`config.mk`:
```
export PLATFORM = sky130hd
export DESIGN_NAME = ram_tp_be_pipe
export DESIGN_NICKNAME = d
export VERILOG_FILES = /design/src/rtl/ram_pkg.sv /design/src/rtl/ram_rd_stage.sv /design/src/rtl/ram_tp_be_pipe.sv
export SDC_FILE = /design/constraint.sdc
export NUM_CORES = 1
export LEC_CHECK = 0
export CORE_ASPECT_RATIO = 1.25
export CORE_MARGIN = 10
export CORE_UTILIZATION = 40
export CTS_BUF_LIST = sky130_fd_sc_hd__clkbuf_8
export DETAILED_ROUTE_END_ITERATION = 8
export REMOVE_ABC_BUFFERS = 1
export SETUP_SLACK_MARGIN = 0.02
export SYNTH_ARGS = -nofsm -noshare
export SYNTH_HDL_FRONTEND = slang
export SYNTH_HIERARCHICAL = 1
export SYNTH_SLANG_ARGS = --single-unit
```
`constraint.sdc`:
```
create_clock -name clock -period 22.4 [get_ports clock]
set_input_delay 5.6 -clock clock [delete_from_list [all_inputs] [get_ports clock]]
set_output_delay 5.6 -clock clock [all_outputs]
set_load 0.01 [all_outputs]
```
`src/rtl/ram_pkg.sv`:
```
// Shared constants and parameter-legality helpers for the RAM family.
// Read-during-write modes and the supported read latencies live here so sibling RAMs agree.
package ram_pkg;

  localparam int RDW_OLD = 0;
  localparam int RDW_NEW = 1;

  localparam int LAT_MIN = 1;
  localparam int LAT_MAX = 2;

  typedef enum logic {
    RDW_E_OLD = 1'b0,
    RDW_E_NEW = 1'b1
  } rdw_mode_e;

  function automatic bit is_legal_latency(input int lat);
    return (lat >= LAT_MIN) && (lat <= LAT_MAX);
  endfunction

  function automatic bit is_legal_rdw(input int mode);
    return (mode == RDW_OLD) || (mode == RDW_NEW);
  endfunction

  function automatic bit is_legal_width(input int width);
    return (width > 0) && ((width % 8) == 0);
  endfunction

endpackage

```
`src/rtl/ram_rd_stage.sv`:
```
// One enable-gated read pipeline stage carrying {valid, err, data}.
// Data only reloads when a read passes through, so the last word is held between reads.
module ram_rd_stage #(
  parameter int DATA_WIDTH = 32
) (
  input  logic                  clock,
  input  logic                  reset,
  input  logic                  i_en,
  input  logic                  i_valid,
  input  logic                  i_err,
  input  logic [DATA_WIDTH-1:0] i_data,
  output logic                  o_valid,
  output logic                  o_err,
  output logic [DATA_WIDTH-1:0] o_data
);

  logic                  r_valid;
  logic                  r_err;
  logic [DATA_WIDTH-1:0] r_data;

  always_ff @(posedge clock or posedge reset) begin
    if (reset) begin
      r_valid <= 1'b0;
      r_err   <= 1'b0;
      r_data  <= '0;
    end else if (i_en) begin
      r_valid <= i_valid;
      r_err   <= i_valid & i_err;
      if (i_valid) begin
        r_data <= i_data;
      end
    end
  end

  assign o_valid = r_valid;
  assign o_err   = r_err;
  assign o_data  = r_data;

endmodule

```
`src/rtl/ram_tp_be_pipe.sv`:
```
// Two-port RAM with byte write enables, 1- or 2-cycle pipelined read and selectable
// read-during-write behaviour. cen gates every register; out-of-range reads flag rerr.
module ram_tp_be_pipe
  import ram_pkg::*;
#(
  parameter  int DATA_WIDTH   = 32,
  parameter  int DEPTH        = 16,
  parameter  int READ_LATENCY = 1,
  parameter  int RDW_MODE     = 0,
  localparam int ADDR_WIDTH   = $clog2(DEPTH),
  localparam int BWEN_WIDTH   = DATA_WIDTH / 8
) (
  input  logic                  clock,
  input  logic                  reset,
  input  logic                  cen,
  input  logic                  wen,
  input  logic [BWEN_WIDTH-1:0] wbe,
  input  logic [ADDR_WIDTH-1:0] waddr,
  input  logic [DATA_WIDTH-1:0] wdata,
  input  logic                  ren,
  input  logic [ADDR_WIDTH-1:0] raddr,
  output logic [DATA_WIDTH-1:0] rdata,
  output logic                  rvalid,
  output logic                  rerr
);

  if (!is_legal_width(DATA_WIDTH)) begin : g_bad_width
    $error("ram_tp_be_pipe: DATA_WIDTH must be a positive multiple of 8");
  end
  if (!is_legal_latency(READ_LATENCY)) begin : g_bad_latency
    $error("ram_tp_be_pipe: READ_LATENCY must be 1 or 2");
  end
  if (!is_legal_rdw(RDW_MODE)) begin : g_bad_rdw
    $error("ram_tp_be_pipe: RDW_MODE must be 0 or 1");
  end
  if (DEPTH < 2) begin : g_bad_depth
    $error("ram_tp_be_pipe: DEPTH must be at least 2");
  end

  // One extra bit so a non-power-of-two DEPTH compares cleanly against the address.
  localparam logic [ADDR_WIDTH:0] DEPTH_W = DEPTH[ADDR_WIDTH:0];

  logic [DATA_WIDTH-1:0] r_mem [DEPTH];

  logic                  w_waddr_ok;
  logic                  w_raddr_ok;
  logic                  w_wr_ok;
  logic                  w_rd_acc;
  logic                  w_same_addr;
  logic [DATA_WIDTH-1:0] w_rd_word;
  logic [DATA_WIDTH-1:0] w_rd_merged;
  logic [DATA_WIDTH-1:0] w_rd_sel;

  logic                  w_vld  [READ_LATENCY+1];
  logic                  w_err  [READ_LATENCY+1];
  logic [DATA_WIDTH-1:0] w_data [READ_LATENCY+1];

  assign w_waddr_ok  = ({1'b0, waddr} < DEPTH_W);
  assign w_raddr_ok  = ({1'b0, raddr} < DEPTH_W);
  assign w_wr_ok     = cen & wen & w_waddr_ok;
  assign w_rd_acc    = cen & ren;
  assign w_same_addr = w_wr_ok & (waddr == raddr);

  always_ff @(posedge clock or posedge reset) begin
    if (reset) begin
      for (int i = 0; i < DEPTH; i++) begin
        r_mem[i] <= '0;
      end
    end else if (w_wr_ok) begin
      for (int b = 0; b < BWEN_WIDTH; b++) begin
        if (wbe[b]) begin
          r_mem[waddr][8*b +: 8] <= wdata[8*b +: 8];
        end
      end
    end
  end

  assign w_rd_word = w_raddr_ok ? r_mem[raddr] : '0;

  // New-data bypass: bytes being written this cycle come straight from wdata.
  for (genvar gi = 0; gi < BWEN_WIDTH; gi++) begin : g_bypass
    assign w_rd_merged[8*gi +: 8] = (w_same_addr && wbe[gi]) ? wdata[8*gi +: 8]
                                                              : w_rd_word[8*gi +: 8];
  end

  assign w_rd_sel = (RDW_MODE == RDW_NEW) ? w_rd_merged : w_rd_word;

  assign w_vld[0]  = w_rd_acc;
  assign w_err[0]  = ~w_raddr_ok;
  assign w_data[0] = w_rd_sel;

  for (genvar gi = 0; gi < READ_LATENCY; gi++) begin : g_stage
    ram_rd_stage #(
      .DATA_WIDTH(DATA_WIDTH)
    ) u_stage (
      .clock   (clock),
      .reset   (reset),
      .i_en    (cen),
      .i_valid (w_vld[gi]),
      .i_err   (w_err[gi]),
      .i_data  (w_data[gi]),
      .o_valid (w_vld[gi+1]),
      .o_err   (w_err[gi+1]),
      .o_data  (w_data[gi+1])
    );
  end

  assign rvalid = w_vld[READ_LATENCY];
  assign rerr   = w_err[READ_LATENCY];
  assign rdata  = w_data[READ_LATENCY];

endmodule

```
==> flow_summary.toml <==
[drt]
drc = 0
ant_nets = 0
first_pass_iters = 4
routed_wirelength_um = 61000
vias = 13500
drt_iter0_drc = 783
post_drt_wl_per_cell_um = 25.1
via_per_inst = 5.58

[placement]
place_ws_ps = 13550
port_buffers = 82
place_hpwl_um = 36000
gp_congestion = 0.727

[worst_setup_path]
worst_setup_path_end_kind = "async pin"
cp.required_ps = 23040
start_kind = "primary input"
crit_type = "in -> async"
cp_max_fo = 131
arrival_ps = 8650

[pwr]
finalPower_uw = 2330
p_per_area_nw_per_um2 = 84.3
ir_drop_mv = 0.0438
p_leak_uw = 0.0130

[die]
num_io_pins = 83
core_area_um2 = 60700
fp.dieW_um = 241
start_util_pct = 40.4
rows = 101
fp.dieH_um = 297
die_area_um2 = 71600

[yosys]
synth_edf_count = 0
yosysUniqueCellTypes = 27
synth_seq_area_share_pct = 55.8
ys_ff_latch = 546
synth_area_um2 = 24500
synthArstFlopShare_pct = 100
ys.flop_type = "dfrtp_1"
yosysTopAreaCell = "dfrtp_1"
syn_avg_cell_area_um2 = 16.2
yosysWarnings = 6
ys_top_cells_by_area = "dfrtp_1, mux2_2, mux4_2"
synthCells = 1510
yosysTopAreaCellShare_pct = 55.8

[clock_tree]
cts-resized-gates = 0
cts_setup_buffers = 0
cts_buffers = 86
worstSkewPairLatency_ps = 670
clk_path_buf_depth = 3
cts-root-buf = "clkbuf_8"
ctsHoldBuffers = 0
htreeDepth = 3
cts_tree = "yes"
path_clk_slew_ps = 60
cts.sinks = 546

[min_path]
min_path_type = "reg -> reg"

[global_routing]
gr-total-overflow = 0
grt_max_degree = 132
grt_pass1_wl_um = 94300
antenna_found_initial = 2
grt_pass1_vias = 15200
gr-usage-all-layers_pct = 17.6

[finish]
nets = 1648
regArea_um2 = 13700
num-fill-cells = 5343
syn_to_final_growth_pct = 12.8
drive_gt1_share_pct = 42.4
multi_input_area_um2 = 10400

[run]
maxCapViolations = 0

[sta]
setup_viol = 0
fin_skew_ps = 12.9
fmax_ghz = 0.125
final.setup.worst_slack_ps = 14380
tns_ps = 0
worstMarginPinSlew_ps = 1070
grt_setup_unrepaired = "no"
period_share_pct = 35.8
fin_crit_ps = 8020
slew_violations = 0
slew_headroom_pct = 29.0
timing_hold_violations_final = 0

[outcome]
status = "completed"
flip-flops by register name, summed over array words and instances (netlist names):
signal / count
g_stage.u_stage/o_valid: 1
g_stage.u_stage/o_data: 32
g_stage.u_stage/o_err: 1
r_mem: 512
critical path: stages:
cell and delay [ps]:
clkdlybuf4s50_1 520, inv_8 680, buf_4 810, buf_4 880
cells by family (layout without fill, tap and decap cells):
| family | after synthesis | in the layout | share of synthesized area, % |
|---|---|---|---|
| AO/OA/AOI/OAI | 66 | 66 | 2.00 |
| buffers and inverters | 98 | 243 | 1.77 |
| flip-flops | 546 | 546 | 55.8 |
| multiplexers | 672 | 672 | 37.2 |
| other | 1 | 2 | 0.0153 |
| AND/OR/NAND/NOR | 127 | 127 | 3.22 |
final timing paths:
kind | from | to | slack [ps] | depth (start not counted)
setup / recovery | reset | r_mem[181] | 14380 | 4
setup reg to reg | r_mem[158] | g_stage[0].u_stage/o_data[30] | 20710 | 4
min in group asynchronous | reset | r_mem[223] | 5610 | 2
max in group clock | raddr[1] | g_stage[0].u_stage/o_data[19] | 14510 | 6
hold / removal | r_mem[348] | r_mem[348] | 480 | 1
hold reg to reg | r_mem[348] | r_mem[348] | 480 | 1
layer usage:
metal	up-vias	share of wire, %	track usage (%)
li1	5853	-	-
met1	7341	44	22.7
met2	264	50	29.4
met3	87	3.9	2.93
met4	2	2.2	5.97
met5	-	0.016	0
cell usage after synthesis (3+ instances only):
| cell | instances |
|---|---|
| clkbuf_1 | 50 |
| mux2_4 | 29 |
| nor2_2 | 20 |
| mux4_2 | 128 |
| a22oi_1 | 64 |
| buf_1 | 7 |
| inv_1 | 4 |
| nand2_2 | 24 |
| nand2_1 | 52 |
| nand3_1 | 5 |
| mux2_2 | 353 |
| dfrtp_1 | 546 |
| buf_6 | 3 |
| mux2_1 | 162 |
| buf_2 | 34 |
| nor4b_2 | 4 |
| and3_1 | 4 |
| and4bb_1 | 6 |
| nand4b_2 | 4 |
layout by cell type (no fill, tap or decap):
master / instances
dfrtp_1: 546
mux2_2: 353
mux2_1: 162
mux4_2: 128
clkbuf_8: 104
clkdlybuf4s50_1: 80
a22oi_1: 64
nand2_1: 52
inv_1: 31
mux2_4: 29
nand2_2: 24
nor2_2: 20
buf_4: 13
and4bb_1: 6
nand3_1: 5
and3_1: 4
nor4b_2: 4
nand4b_2: 4
clkinv_2: 4
inv_6: 3
clkinvlp_4: 3
nor2b_4: 2
inv_8: 2
o21ai_0: 2
diode_2: 1
nor4_4: 1
nand4_2: 1
and2_2: 1
nor2_4: 1
and2_1: 1
bufinv_16: 1
nand2_4: 1
inv_2: 1
conb_1: 1
buf_6: 1
report_power, final:
group          switching [µW]  internal (µW)  leakage (µW)
logic                     130            193       0.00478
clock network             387            427      0.000945
registers                69.0           1120       0.00726
area by class of cell:
class / count / share of cell area [%]
multi-input combinational: 866 / 37.7
antenna: 1 / 0.00905
clock inverter: 41 / 0.792
inverter: 4 / 0.0815
tap: 772 / 3.49
timing repair buffer: 95 / 3.34
sequential: 546 / 49.4
clock buffer: 103 / 5.13
per-stage QoR:
| stage | std cells | hold slack [ps] | util, % | area (µm²) |
|---|---|---|---|---|
| global route | 2428 | 496 | 45.6 | 27600 |
| floorplan | 1416 | 453 | - | 24100 |
| finish | 2428 | 482 | 45.6 | 27600 |
| CTS | 2427 | 484 | 45.6 | 27600 |
| detailed placement | 2283 | 471 | 42.9 | 26000 |
| global placement | 2283 | 462 | 42.9 | 26000 |
(Power assumes the default switching activity.)
